[src/rtl/inst_fetch.sv]
// ============================================================================
// Module   : inst_fetch
// Purpose  : RISC-V IF stage; assembles 32-bit instructions from four
//            little-endian byte reads and presents them to IF/ID.
// Revision : 1.0 - initial release
// ============================================================================
`default_nettype none

module inst_fetch #(
  parameter int unsigned            ADDR_W   = 32,
  parameter logic [ADDR_W-1:0]      RESET_PC = '0
) (
  input  logic              clk,
  input  logic              rst,
  input  logic              rdy,
  input  logic              stall,
  input  logic              br_flag,
  input  logic [ADDR_W-1:0] br_target,
  output logic              mem_req,
  output logic [ADDR_W-1:0] mem_addr,
  input  logic              mem_ack,
  input  logic [7:0]        mem_rdata,
  output logic [ADDR_W-1:0] if_pc,
  output logic [31:0]       if_inst,
  output logic              if_valid
);

  typedef enum logic [0:0] {
    FETCH = 1'b0,
    HOLD  = 1'b1
  } state_t;

  state_t            r_state;
  logic [1:0]        r_cnt;
  logic [ADDR_W-1:0] r_pc;
  logic [23:0]       r_buf;

  always_ff @(posedge clk or negedge rst) begin
    if (!rst) begin
      r_state  <= FETCH;
      r_cnt    <= 2'd0;
      r_pc     <= RESET_PC;
      r_buf    <= 24'd0;
      mem_req  <= 1'b0;
      mem_addr <= RESET_PC;
      if_pc    <= '0;
      if_inst  <= 32'd0;
      if_valid <= 1'b0;
    end else if (rdy) begin
      if (br_flag) begin
        // Redirect wins over any ack or held instruction this cycle
        r_pc     <= br_target;
        r_cnt    <= 2'd0;
        if_valid <= 1'b0;
        r_state  <= FETCH;
        mem_req  <= 1'b1;
        mem_addr <= br_target;
      end else begin
        case (r_state)
          FETCH: begin
            mem_req <= 1'b1;
            if (mem_req && mem_ack) begin
              if (r_cnt != 2'd3) begin
                case (r_cnt)
                  2'd0:    r_buf[7:0]   <= mem_rdata;
                  2'd1:    r_buf[15:8]  <= mem_rdata;
                  default: r_buf[23:16] <= mem_rdata;
                endcase
                r_cnt    <= r_cnt + 2'd1;
                mem_addr <= r_pc + ADDR_W'(r_cnt) + ADDR_W'(1);
              end else begin
                if_inst  <= {mem_rdata, r_buf};
                if_pc    <= r_pc;
                if_valid <= 1'b1;
                r_pc     <= r_pc + ADDR_W'(4);
                r_cnt    <= 2'd0;
                mem_req  <= 1'b0;
                mem_addr <= r_pc + ADDR_W'(4);
                r_state  <= HOLD;
              end
            end
          end
          HOLD: begin
            mem_req <= 1'b0;
            if (!stall) begin
              if_valid <= 1'b0;
              mem_req  <= 1'b1;
              r_state  <= FETCH;
            end
          end
        endcase
      end
    end
  end

endmodule

`default_nettype wire

[config.mk]
export PLATFORM = sky130hd
export DESIGN_NAME = inst_fetch
export DESIGN_NICKNAME = d
export VERILOG_FILES = /design/src/rtl/inst_fetch.sv
export SDC_FILE = /design/constraint.sdc
export NUM_CORES = 1
export LEC_CHECK = 0
export CORE_ASPECT_RATIO = 0.8
export CORE_UTILIZATION = 50
export DETAILED_ROUTE_END_ITERATION = 7
export PLACE_DENSITY = 0.77
export SETUP_SLACK_MARGIN = 0.1
export SLEW_MARGIN = 15
export SYNTH_ARGS = -nofsm -noshare
export SYNTH_HDL_FRONTEND = slang
export SYNTH_SLANG_ARGS = --single-unit
[constraint.sdc]
create_clock -name clk -period 2.45 [get_ports clk]
set_input_delay 0.3675 -clock clk [delete_from_list [all_inputs] [get_ports clk]]
set_output_delay 0.3675 -clock clk [all_outputs]
set_load 0.03 [all_outputs]
# Word-level counts from Yosys, hierarchy flattened
# Cells that the tools add are included.
[word_totals]
input_bits = 46
word_cells = 64
output_inout_bits = 98
regBits = 157
[op_classes]
reduce_logical = 11
n_eq_ne = 7
mux = 27
bitwise_logic = 4
addsub = 4
[ops]
columns = ["op", "n"]
rows = [
  ["32-bit two-way mux", 8],
  ["32-bit by 1-bit adder with 32-bit output (second input constant)", 1],
  ["32-bit by 2-bit adder with 32-bit output", 1],
  ["32-bit by 3-bit adder with 32-bit output (second input constant)", 1],
  ["6-bit AND reduction", 3],
  ["1-bit two-way mux", 12],
  ["3-bit != test (second input constant)", 3],
  ["2-bit two-way mux", 4],
  ["4-bit AND reduction", 2],
  ["2-bit != test (second input constant)", 3],
  ["1-bit one-hot mux with 2 select lines", 3],
  ["5-bit AND reduction", 1],
  ["1-bit inverter", 4],
  ["3-bit AND reduction", 1],
  ["2-bit by 1-bit adder with 2-bit output (second input constant)", 1],
  ["2-bit by 1-bit equality test with 1-bit output (second input constant)", 1],
  ["2-bit zero test", 1],
  ["2-bit nonzero test", 1],
  ["2-bit OR reduction", 1],
  ["1-bit logical AND", 1],
]

# Depth between registers and ports, before layout
# Gate-level depths: netlist of the first run.
[logic_depth]
depth_word = 6
ltp_mapped = 9
depth_no_buf = 8

# Worst setup path before layout of the first run
# OpenSTA, ideal clock, no wires.
[synth_timing]
kind = "register to register"
startpoint = "register r_cnt[0]"
endpoint = "register mem_addr[30]"
required_ns = 2.316
path_stages_with_launch = 10
n_path_buf = 1
arrival_ns = 2.031
path_slack_ns = 0.285
period_less_slack_ns = 2.165
setup_time_ns = 0.134
cell_sequence = "dfrtp_1 > inv_1 > ha_1 > fa_1 > nand2b_1 > clkbuf_1 > nand3_1 > nor4_1 > xnor2_1 > o22ai_1"
[synth_via]
elab_chain_len = 6
elab_cells_between_ends = 7
classes_between = "add/sub (2); eq/ne (1); mux (4)"
[synth_rtl]
columns = ["element", "line_no", "source"]
rows = [
  ["start: declaration", "34", "logic [1:0] r_cnt;"],
  ["start signal: assignment", "69", "r_cnt <= r_cnt + 2'd1;"],
  ["32-bit by 2-bit adder with 32-bit output", "70", "mem_addr <= r_pc + ADDR_W'(r_cnt) + ADDR_W'(1);"],
  ["32-bit by 1-bit adder with 32-bit output", "70", ""],
  ["32-bit two-way mux (*)", "63", "if (r_cnt != 2'd3) begin"],
  ["32-bit two-way mux (*)", "62", "if (mem_req && mem_ack) begin"],
  ["32-bit two-way mux (*)", "59", "case (r_state)"],
  ["32-bit two-way mux (*)", "50", "if (br_flag) begin"],
  ["end signal: assignment", "57", "mem_addr <= br_target;"],
  ["end signal: assignment", "70", ""],
  ["end signal: assignment", "78", "mem_addr <= r_pc + ADDR_W'(4);"],
  ["end: declaration", "20", "output logic [ADDR_W-1:0] mem_addr,"],
]
# Every way passes the cells marked *; elsewhere a longest branch is shown, timed or not. The select of a mux whose other input is x is not followed.
# A chain may end at the register's enable or synchronous reset.

# Final worst setup path of the first run
[layout_timing]
startpoint = "register r_pc[3]"
endpoint = "register mem_addr[28]"
[layout_via]
elab_chain_len = 6
elab_cells_between_ends = 7
classes_between = "add/sub (3); mux (4)"
[layout_rtl]
columns = ["element", "line_no", "source"]
rows = [
  ["start: declaration", "35", "logic [ADDR_W-1:0] r_pc;"],
  ["start signal: assignment", "52", "r_pc <= br_target;"],
  ["start signal: assignment", "75", "r_pc <= r_pc + ADDR_W'(4);"],
  ["32-bit by 2-bit adder with 32-bit output", "70", ""],
  ["32-bit by 1-bit adder with 32-bit output", "70", ""],
  ["32-bit two-way mux (*)", "63", ""],
  ["32-bit two-way mux (*)", "62", ""],
  ["32-bit two-way mux (*)", "59", ""],
  ["32-bit two-way mux (*)", "50", ""],
]
# Marks and branches as above.

==> flow_summary_export.csv, run 1 <==
group,metric,value,unit
worst_setup_path,critPathMaxStageDelay,0.47,ns
timing,tightest_slew,0.545,ns
global_route,antenna_found_initial,1,
worst_setup_path,cp_slowest_cell,"or2_2",
routing,drtIter0Drc,604,
synth,syn_inst,876,
global_route,overflow,0,
cts,cts_max_level,4,
finish,area_delta_synth_final,31.8,%
worst_setup_path,rrSetupSlack,0.18,ns
timing,setup_violations,0,
floorplan,fp-row-count,40,
finish,stdcell_area,0.0104,mm²
worst_setup_path,critPathTopFamily,"simple AND/OR/NAND/NOR gates",
global_route,grt_max_degree,54,
place,port_buffers,143,
synth,synthTopCellsByArea,"dfrtp_1, nand2_1, mux2_2",
worst_setup_path,reg2reg_from,"r_pc[3]",
place,gp_congestion,0.951,
worst_setup_path,cp.required,2.75,ns
power_and_ir_drop,ir_worst_vdd,563,µV
finish,n_antenna_cell,0,
power_and_ir_drop,p_per_area,891,mW/mm²
cts,cts_inserted_buffers,17,
global_route,grt.total_usage,29.2,%
synth,yosys.area.top_type,"dfrtp_1",
synth,syn-cell-area,0.00791,mm²
timing,slew_headroom,63.5,%
timing,finalCritPeriodShare,92.8,%
routing,num_vias,7163,
finish,final_cell_mix,"nand2_1, dfrtp_1, clkdlybuf4s50_1",
synth,synth_edf_count,0,
run,max_cap_violations,0,
worst_setup_path,cp.arrival,2.58,ns
synth,synth_seq_cells,157,
cts,cts.sinks,157,
min_path,whs_endpoint,"if_valid",
worst_setup_path,path_max_fanout,9,
worst_setup_path,cp-end-kind,"register",
synth,yosysSeqAreaShare,49.7,%
worst_setup_path,startpoint_type,"register",
timing,fin_tns_setup,0,ns
global_route,grt_first_pass_wirelength,36200,µm
timing,rsz0062_at_grt,"no",
floorplan,die_w,143,µm
worst_setup_path,crit_chain,"ha_1 > nand4_2 > or2_2 > nor4_1 > xnor2_1 > o22ai_1",
timing,final_max_slew_viol_count,0,
timing,hold_violations,0,
global_route,grt_pass1_vias,6752,
routing,antenna_left,0,
floorplan,dieArea,0.0163,mm²
timing,fin_crit,2.27,ns
power_and_ir_drop,p_total,9.29,mW
timing,whs,0.428,ns
routing,via_per_inst,5.70,
synth,yosys_warnings,0,
synth,synth-main-ff-cell,"dfrtp_1",
min_path,hold_path_depth,4,
cts,clock_latency,0.44,ns
synth,synth_fp_nets,931,
synth,syn_avg_cell_area,9.03,µm²
floorplan,initial_utilization,52.0,%
finish,num-fill-cells,1227,
finish,nets,1088,
worst_setup_path,worstRegToRegCells,6,
routing,firstDrtPassIters,5,
floorplan,core_region_area,0.0152,mm²
place,dpl_cell_area,0.00981,mm²
synth,async_reset_ff_share,100,%
status,status,"complete, no violations",
routing,routedWlPerCell,18.1,µm
cts,clkSlewWorstSetupHoldPaths,0.07,ns
timing,fmax,440,MHz
power_and_ir_drop,power.leakage,4.63,nW
cts,cts.path.max_buffers,2,
cts,cts_root_buf,"clkbuf_16",
timing,skew,0.0115,ns
synth,synth.distinct_cells,59,
finish,drive_gt1_share,13.1,%
min_path,min-delay-path-class,"in2reg",
min_path,hold_start,"br_flag",
place,hpwlAfterDp,15700,µm
worst_setup_path,path_class,"reg2reg",
worst_setup_path,regToRegEndpoint,"mem_addr[28]",
cts,tritoncts,"built",
routing,drt_drc_violations_left,0,
worst_setup_path,critical_path_buf_inv_count,0,
floorplan,ios,144,
finish,final_common_cell,"nand2_1",
routing,routed_wl,22800,µm
synth,synth_top_area_share,49.7,%
floorplan,die_h,114,µm
-- registers in the layout, indices dropped and copies added, names as in the netlist --
register / flops
mem_req: 1
r_cnt: 2
if_valid: 1
r_state: 1
r_pc: 32
if_inst: 32
if_pc: 32
mem_addr: 32
r_buf: 24
-- Yosys cell counts (4+ instances only) --
library cell and n:
ha_1 8, nand3_1 18, clkbuf_1 38, o211ai_1 4
a22oi_1 5, inv_1 12, dfrtp_1 157, xor2_1 12
nand2b_1 5, o31ai_1 6, mux2i_1 8, nand2_1 229
buf_1 5, a211oi_1 11, buf_2 19, a21oi_1 51
xnor2_1 21, nor3_1 11, or3_1 5, nand4_1 14
o22ai_1 14, and3_1 14, o21ai_0 45, nor2b_1 4
buf_4 4, nor4_1 15, mux2_2 25, and4_1 9
nor2_1 57
-- worst register-to-register path: stages (launching register included) --
cell and delay, ns:
dfrtp_1 0.45, ha_1 0.30, nand4_2 0.15, or2_2 0.47
nor4_1 0.47, xnor2_1 0.19, o22ai_1 0.11
-- cell type report --
| class | instances | area, µm² | area share (%) |
|---|---|---|---|
| tap | 210 | 263 | 2.52 |
| clock buffer | 19 | 443 | 4.25 |
| inverter | 12 | 45.0 | 0.432 |
| multi-input combinational | 641 | 3670 | 35.2 |
| timing repair buffer | 204 | 1940 | 18.6 |
| clock inverter | 13 | 133 | 1.27 |
| sequential | 157 | 3930 | 37.7 |
-- power by group --
group	internal, mW	switching (mW)	leakage, nW	total [mW]
sequential	3.22	0.519	1.98	3.74
combinational	1.29	1.65	2.37	2.95
clock	1.45	1.15	0.286	2.61
-- routing by layer --
metal	up-vias	wire length, µm	track usage (%)
met5	-	0	0
met4	0	463	9.61
met3	40	1880	6.69
met2	345	10000	43.0
met1	3442	10400	42.3
li1	3336	-	-
-- worst max path at each step --
stage / from / to / slack, ns / depth (start not counted)
final: r_pc[3] / mem_addr[28] / 0.18 / 6
after global routing: r_pc[3] / mem_addr[28] / 0.11 / 6
after CTS: r_cnt[0] / mem_addr[28] / 0.21 / 8
after detailed placement: mem_ack / if_pc[7] / 0.15 / 6
after global placement: mem_ack / mem_addr[23] / 0.18 / 5
after floorplan: r_cnt[0] / mem_addr[30] / 0.28 / 9
-- logic make-up after synthesis --
family	after synthesis	share of synthesized area [%]
compound gates	168	13.1
xor+xnor	33	3.65
fa+ha+maj	9	1.52
buf+inv	78	4.19
flops	157	49.7
mux	33	4.57
simple gates	398	23.3
-- through the flow --
step / std cells / setup WS [ns] / util [%]
final: 1256 / 0.178 / 68.5
after global routing: 1256 / 0.106 / 68.5
after global placement: 1221 / 0.180 / 64.5
after detailed placement: 1221 / 0.146 / 64.5
after CTS: 1254 / 0.208 / 68.3
after floorplan: 876 / 0.285 / -
-- repair_timing --
| item | 4_1_cts | 5_1_grt |
|---|---|---|
| resized for setup | 0 | 3 |
| hold endpoints to repair | 48 | 0 |
| hold buffers | 1 | 0 |
| setup endpoints to repair | 0 | 8 |
| setup buffers | 0 | 2 |
Note: power is estimated with default switching activity, not from simulation.
==> run 2: changes to the inputs <==
--- a/config.mk
+++ b/config.mk
@@ -5,6 +5,7 @@
 export SDC_FILE = /design/constraint.sdc
 export NUM_CORES = 1
 export LEC_CHECK = 0
+export ABC_CLOCK_PERIOD_IN_PS = 2450
 export CORE_ASPECT_RATIO = 0.8
 export CORE_UTILIZATION = 50
 export DETAILED_ROUTE_END_ITERATION = 7
==> results of run 2 <==
No change in the layout: final DEF, timing and power equal those of run 1.
